File: config.mk
export PLATFORM = sky130hd
export DESIGN_NAME = serial_sub
export DESIGN_NICKNAME = d
export VERILOG_FILES = /design/src/rtl/serial_sub.sv
export SDC_FILE = /design/constraint.sdc
export NUM_CORES = 1
export LEC_CHECK = 0
export BUFFER_PORTS_ARGS = -buffer_cell sky130_fd_sc_hd__buf_4
export CORE_MARGIN = 4
export CORE_UTILIZATION = 48
export CTS_BUF_LIST = sky130_fd_sc_hd__clkbuf_8
export CTS_CLUSTER_DIAMETER = 60
export CTS_CLUSTER_SIZE = 10
export DETAILED_ROUTE_END_ITERATION = 6
export PLACE_DENSITY = 0.7
export SLEW_MARGIN = 20
export SYNTH_ARGS = -nofsm -noshare
export SYNTH_HDL_FRONTEND = slang
export SYNTH_SLANG_ARGS = --single-unit
File: constraint.sdc
create_clock -name clk -period 2.63 [get_ports clk]
set_input_delay 0.263 -clock clk [delete_from_list [all_inputs] [get_ports clk]]
set_output_delay 0.263 -clock clk [all_outputs]
set_load 0.02 [all_outputs]
File: src/rtl/serial_sub.sv
// Bit-serial unsigned subtractor: Diff = X - Y computed LSB first, one bit per clock,
// using a single full-subtractor cell with a registered borrow.
module serial_sub #(
    parameter int WIDTH = 8
) (
    input  logic             clk,
    input  logic             rst_n,
    input  logic             start,
    input  logic [WIDTH-1:0] X,
    input  logic [WIDTH-1:0] Y,
    output logic             busy,
    output logic             done,
    output logic [WIDTH-1:0] Diff,
    output logic             Bout,
    output logic [1:0]       dbg_state
);

    localparam int CW = $clog2(WIDTH);

    typedef enum logic [1:0] {
        IDLE = 2'd0,
        RUN  = 2'd1,
        DONE = 2'd2
    } state_t;

    state_t           state, state_nxt;
    logic [WIDTH-1:0] xs, ys, rs, rs_nxt;
    logic [CW-1:0]    cnt;
    logic             b, b_nxt, d;
    logic             last, accept;

    // Handshake: start is a request sampled on every rising edge; it is taken
    // (operands captured) only when not busy, i.e. in IDLE or DONE, and is
    // silently dropped during RUN. done pulses for one cycle; Diff/Bout stay
    // valid from that cycle until the next completion overwrites them.
    assign accept = start && (state != RUN);
    assign last   = (cnt == CW'(WIDTH - 1));

    assign d      = xs[0] ^ ys[0] ^ b;
    assign b_nxt  = (~xs[0] & ys[0]) | (~(xs[0] ^ ys[0]) & b);
    assign rs_nxt = {d, rs[WIDTH-1:1]};

    assign busy      = (state == RUN);
    assign done      = (state == DONE);
    assign dbg_state = state;

    always_ff @(posedge clk or negedge rst_n) begin
        if (!rst_n) begin
            state <= IDLE;
        end else begin
            state <= state_nxt;
        end
    end

    always_comb begin
        state_nxt = state;
        case (state)
            IDLE:    if (start) state_nxt = RUN;
            RUN:     if (last)  state_nxt = DONE;
            DONE:    state_nxt = start ? RUN : IDLE;
            default: state_nxt = IDLE;
        endcase
    end

    always_ff @(posedge clk or negedge rst_n) begin
        if (!rst_n) begin
            xs   <= '0;
            ys   <= '0;
            rs   <= '0;
            b    <= 1'b0;
            cnt  <= '0;
            Diff <= '0;
            Bout <= 1'b0;
        end else if (accept) begin
            xs  <= X;
            ys  <= Y;
            rs  <= '0;
            b   <= 1'b0;
            cnt <= '0;
        end else if (state == RUN) begin
            xs  <= xs >> 1;
            ys  <= ys >> 1;
            rs  <= rs_nxt;
            b   <= b_nxt;
            cnt <= cnt + 1'b1;
            // Results are published only on completion so they never show partial bits.
            if (last) begin
                Diff <= rs_nxt;
                Bout <= b_nxt;
            end
        end
    end

endmodule

Yosys cells after proc, flatten, opt, wreduce, memory -nomap -nowiden
Cells that the tools add are included.

Eq/ne operators: 6. Bitwise gates (word level): 8. Reduce and logical (&&, ||, !) cells: 5. Muxes and demuxes: 14. Add/subtract/negate cells: 1.

Operators with widths (number): $mux W8 (6); $mux W3 (2); $pmux W2 S3 (1); $mux W2 (2); $ne A2 B1 Y1 const B (2); $add A3 B1 Y3 const B (1); $eq A3 B3 Y1 const B (1); $mux W1 (3); $not A1 Y1 (3); $reduce_and A3 Y1 (1); $and A1 B1 Y1 (2); $eq A2 B1 Y1 const B (1); $eq A2 B2 Y1 const B (1); $logic_not A2 Y1 (1); $ne A2 B2 Y1 const B (1); $reduce_and A2 Y1 (1); $reduce_bool A2 Y1 (1); $xor A1 B1 Y1 (2); $logic_and A1 B1 Y1 (1); $or A1 B1 Y1 (1).

Bits of input ports: 19. Flip-flop bits (word level): 39. Output and inout bits: 13. Logic and storage cells: 42.

Longest topological paths before layout
Gate-level depths: netlist of the first run.

Word-level depth: 6. Gate-level depth with buffers: 5. Gate-level depth less buffers: 4.

Least setup slack after synthesis of the first run
Ideal clock, no wire load.

Path kind: flip-flop to flip-flop. Start point: register cnt[0]. End point: register Diff[0]. Period minus slack after synthesis: 1488 ps. Arrival: 1363 ps. Slack: 1142 ps. Setup time: 125 ps. Path buffers: 1. Required time: 2505 ps. Cell stages (with the launch flop): 6. Cell sequence: dfrtp_1 -> ha_1 -> ha_1 -> nand3b_1 -> buf_2 -> mux2_2.

Word-level cells in the longest chain between the ends: 2.

Ends and longest elaborated chain: start, declared (line 28) `logic [CW-1:0] cnt;`; start signal, assigned (line 85) `cnt <= cnt + 1'b1;`; $eq A3 B3 Y1 (line 37) `assign last = (cnt == CW'(WIDTH - 1));`; $reduce_and A3 Y1 (no line); end signal, assigned (line 88) `Diff <= rs_nxt;`; end, declared (line 13) `output logic [WIDTH-1:0] Diff,`.

No other way between the ends. A chain may end at the register's enable or synchronous reset.

Final worst setup path of the first run
Start point: register state[0] (netlist: dbg_state[0]). End point: output busy.

Word-level cells in the longest chain between the ends: 1.

Ends and longest elaborated chain: start, declared (line 26) `state_t state, state_nxt;`; start signal, assigned (line 51) `state <= state_nxt;`; $eq A2 B1 Y1 (line 43) `assign busy = (state == RUN);`; end, declared (line 11) `output logic busy,`.

No other way between the ends.

==> metrics.txt, run 1 <==
vias per std cell ~4.9; CP max FO 27; Residual DRC 0; max-slew violation count 0; total number of vias about 1000; vias in the first global route 1141; Wirelength per Cell 14.1 um; Fin. Hold Viols 0; slowest CP cell dfrtp_1; layout cells sized above 1 0.548; Starting Density 0.516; crit path DAT 1460 ps; Hold Crit Class in -> reg; multi-input logic area 753 um^2; Setup WS pre-CTS around 950 ps; register area share after synthesis 0.531; Total GRT Usage 0.136; DIE HEIGHT 69.1 um; outcome complete, no violations; Cell Count, Final, Fillers Out 201; Slew headroom 0.680; Clock Tree Buf Depth 2; fmax approximately 580 MHz; setup ws final 909 ps; full die area ~0.0048 mm^2; Post-Syn Instances 121; Seq cells post-synth 38; type of the worst setup path reg -> out; CP Capture Type output pin; H-tree levels 2; Worst-Margin Slew 479 ps; initial antenna violation count 0; syn nets 143; Nets 176; Crit path required time 2370 ps; final instance area 0.00214 mm^2; placed insts around 190; Top Ports 32; RePlAce Congestion 0.698; Reg clk slew, reported paths ~70 ps; peak supply drop 0.000502 V; clock root buffer clkbuf_8; Initial DRC Count 40; Port-buffer cells 31; die span in x 69.1 um; Antenna Nets Post-Route 0; Max Clock Skew 7.06 ps; FP Rows 21; CP cell instances nand2b_1 -> buf_4 -> inv_1 -> buf_4; Post-Syn Area 0.00179 mm^2; Post-CTS Resized 0; setup violators final 0; Max Cap Viol 0; most used cell along the critical path buf_4; core box area 0.00347 mm^2; hold slack approximately 230 ps; commonest non-fill, non-tap cell in the layout dfrtp_1; dpl hpwl between 1500 and 2000 um; n_diodes 0; commonest cells after routing, fill and taps aside dfrtp_1, mux2_2, buf_4; Unique masters post-synth 16; crit-path max cell delay 420 ps; clock latency on the worst-skew pair 280 ps; CTS Buf Count 5; first-pass GRT wire length about 5200 um; clock sink count 38; Cell Pwr Density 1140 mW/mm^2; gr ovfl total 0; CTS tree done; drt pass-1 iters 2; Filler cells ~300; unrepaired setup endpoints after global routing false; syn_area_per_cell 14.8 um^2; sequential cell area 951 um^2; CP Launch Type flop; placed cell area 0.00202 mm^2; Tmin final 1720 ps; warnings from Yosys 0; Syn-to-layout area delta 19.7%; setup TNS 0 ps; total wire length between 2000 and 3000 um; largest net degree at the start of global routing 39; Final Cycle Share 0.654; leakage 1.07 nW
## critical path: cells and delay by family, from the launching register on
| family | cells | cell delay [ps] |
|---|---|---|
| buffers and inverters | 3 | 670 |
| and+or+nand+nor | 1 | 80 |
| DFF | 1 | 420 |
## layout make-up
cell class / instances / share of cell area
sequential: 38 / 0.444
multi-input combinational: 70 / 0.351
inverter: 6 / 0.0105
timing repair buffer: 33 / 0.117
clock inverter: 3 / 0.0187
clock buffer: 5 / 0.0321
tap: 46 / 0.0269
## sequential cells by signal, summed over array words and instances, names as in the netlist
name / count
b: 1
Bout: 1
Diff: 8
rs: 7
xs: 8
dbg_state: 2
cnt: 3
ys: 8
## synthesized netlist by cell type
master     n  share of area
ha_1       2          0.014
mux2_4    12           0.10
and2b_1    3          0.013
nand2b_1   3          0.010
dfrtp_1   38           0.53
fa_1       1          0.011
buf_2      3         0.0084
nand3b_1   1         0.0042
nor2b_1    7          0.024
nor2_1     2         0.0042
o22ai_1    1         0.0035
mux2_2    33           0.21
mux2i_1    5          0.028
inv_1      6          0.013
buf_8      1         0.0084
buf_6      3          0.019
## final timing paths
path / end / slack [ps] / start / depth (start not counted)
setup reg to reg: Diff[1] / 960 / cnt[0] / 4
hold reg to reg: cnt[0] / 490 / cnt[0] / 1
max in group asynchronous: cnt[2] / 1810 / rst_n / 2
hold / removal: ys[7] / 230 / Y[7] / 3
min in group asynchronous: ys[1] / 480 / rst_n / 2
setup / recovery: busy / 910 / dbg_state[0] / 4
## where the power goes
group,switching (W),internal [W]
Sequential,0.000149,0.000846
Combinational,0.000401,0.000574
Clock,0.000193,0.000279
Total,0.000744,0.00170
## layer usage
layer	vias to the layer above	part of all wire	GRT usage
met1	499	0.41	0.155
met3	5	0.041	0.0480
met4	0	0.014	0.0456
met5	-	0	0
met2	18	0.54	0.236
li1	472	-	-
## per-stage QoR
step           total power [W]  utilization
2_1_floorplan          0.00173            -
3_3_place_gp           0.00196        0.584
3_5_place_dp           0.00200        0.584
4_1_cts                0.00248        0.618
5_1_grt                0.00262        0.618
6_report               0.00244        0.618
## kinds of logic after synthesis
group | after synthesis | synth area share
and+or+nand+nor | 16 | 0.0559
muxes | 50 | 0.336
AOI/OAI and AO/OA | 1 | 0.00350
buffers and inverters | 13 | 0.0482
adders and majority gates | 3 | 0.0252
DFF | 38 | 0.531
## timing repair
action,in CTS,in global routing
setup buffers,0,0
hold buffers,1,0
hold endpoints to repair,38,0
(Power assumes the default switching activity.)
==> run 2, diff against run 1 <==
- ABC_AREA: default -> 1
- PLACE_DENSITY: 0.7 -> 0.71
- clock period: 2.63 -> 1.6 ns (I/O delays scaled with it)
==> metrics.txt, run 2 <==
async set-reset flop share out of synthesis 1.00; syn nets 207; FP Rows 21; Post-Syn Instances 185; DIE HEIGHT 67.6 um; Sw Share 0.384; first-pass GRT wire length 5500 um; clock root buffer clkbuf_8; setup ws final 231 ps; max-slew violation count 0; Max Cap Viol 0; drt pass-1 iters 4; CTS Hold Bufs 1; R2R setup slack 340 ps; post-synth top area cell dfrtp_1; setup TNS 0 ps; Clock Tree Buf Depth 2; syn_area_per_cell ~9.2 um^2; Wirelength per Cell 12.1 um; hold slack 114 ps; placed insts 253; CTS Buf Count 5; n_diodes 0; Syn-to-layout area delta 18.5%; H-tree levels 2; Total GRT Usage 0.162; clock sink count 38; Starting Density 0.503; type of the worst setup path reg -> out; top-area cell type share of the netlist area 0.558; Cell Pwr Density 1860 mW/mm^2; ys flop type dfrtp_1; Initial DRC Count 66; most common cell in the netlist nand2_1; most area-consuming cells after synthesis dfrtp_1, nand3_1, nand2_1; die span in x ~68 um; Cell Count, Final, Fillers Out 262; commonest cells after routing, fill and taps aside nand2_1, nand3_1, dfrtp_1; full die area 0.00457 mm^2; Setup WS pre-CTS 325 ps; gr ovfl total 0; Reg clk slew, reported paths around 70 ps; core box area 0.00339 mm^2; commonest non-fill, non-tap cell in the layout nand2_1; clock latency on the worst-skew pair about 280 ps; outcome complete, no violations; crit path DAT about 1200 ps; Hold Crit Class in -> reg; Top Ports 32; Internal Pwr Total between 0.002 and 0.0025 W; Final Cycle Share 0.855; top flop regs Diff: 8 flops, xs: 8 flops, ys: 8 flops; Seq cells post-synth 38; Gate power share 0.395; top post-synthesis cells by count nand2_1, nand3_1, dfrtp_1; Residual DRC 0; initial antenna violation count 0; warnings from Yosys 0; setup violators final 0; largest net degree at the start of global routing 40; dpl hpwl 2160 um; clock share of power 0.174; Crit path required time 1440 ps; unrepaired setup endpoints after global routing false; peak supply drop ~0.00086 V; Max Clock Skew 3.45 ps; Unique masters post-synth 17; EDFF count, synth 0; Post-CTS Resized 0; CP Capture Type output pin; total wire length 3180 um; Psw 0.00144 W; Fin. Hold Viols 0; Tmin final between 1000 and 1500 ps; post-CTS setup buffers 0; Post-Syn Area 0.00170 mm^2; Antenna Nets Post-Route 0; leakage 1.06 nW; vias per std cell 5.06; Slew headroom 0.686; Worst-Margin Slew 472 ps; vias in the first global route 1272; register area share after synthesis 0.558; total number of vias 1326; layout cells sized above 1 0.213; CP Launch Type flop; CP max FO 10; RePlAce Congestion 0.805; CTS tree done; Nets around 240; Port-buffer cells 31; fmax approximately 730 MHz; Sequential Power Share 0.432
==> run 2: routing by layer <==
metal  track usage  up-vias  routed length (um)
met1         0.191      619                1360
met2         0.270       36                1570
met4        0.0759        0                  41
met5             0        -                   0
met3        0.0449        5                 204
li1              -      666                   -
==> run 2: cells by family (layout without fill, tap and decap cells) <==
logic type,count (synthesis),in the layout,share of synthesized area
buf+inv,18,49,0.0764
simple gates,123,123,0.330
compound gates,3,3,0.00955
fa+ha+maj,3,3,0.0264
flops,38,38,0.558
==> run 2: metrics by stage <==
step	util	total power [W]	cell area, um^2
finish	0.596	0.00376	2020
global route	0.596	0.00406	2020
CTS	0.596	0.00380	2020
detailed placement	0.566	0.00314	1920
global placement	0.566	0.00309	1920
floorplan	-	0.00278	1700
==> run 2: power by group through the flow <==
stage | Combinational, W | Sequential, W | Clock [W]
2_1_floorplan | 0.00103 | 0.00174 | 0
3_3_place_gp | 0.00147 | 0.00162 | 0
3_5_place_dp | 0.00150 | 0.00164 | 0
4_1_cts | 0.00151 | 0.00162 | 0.000671
5_1_grt | 0.00168 | 0.00168 | 0.000707
6_report | 0.00148 | 0.00162 | 0.000652
==> run 2: area by class of cell <==
cell class                      count  area, um^2
Tap cell                           46        57.6
Sequential cell                    38         951
Inverter                            7        26.3
Clock buffer                        6        82.6
Multi-Input combinational cell    129         623
Timing Repair Buffer               34         270
Clock inverter                      2        8.76
Fill cell                         319        1370
==> run 2: path summary, 6_finish.rpt <==
kind                               from  depth (start not counted)      end
setup / recovery           dbg_state[0]                          3     busy
hold / removal                     X[4]                          3    xs[4]
setup reg to reg                 cnt[0]                          6  Diff[6]
hold reg to reg                    Bout                          2     Bout
max in group asynchronous         rst_n                          2    ys[5]
min in group asynchronous         rst_n                          2  Diff[4]
==> run 2: critical path: stages (launching register included) <==
cell and delay (ps):
dfrtp_1 420, inv_1 90, nor2_4 220, buf_4 190
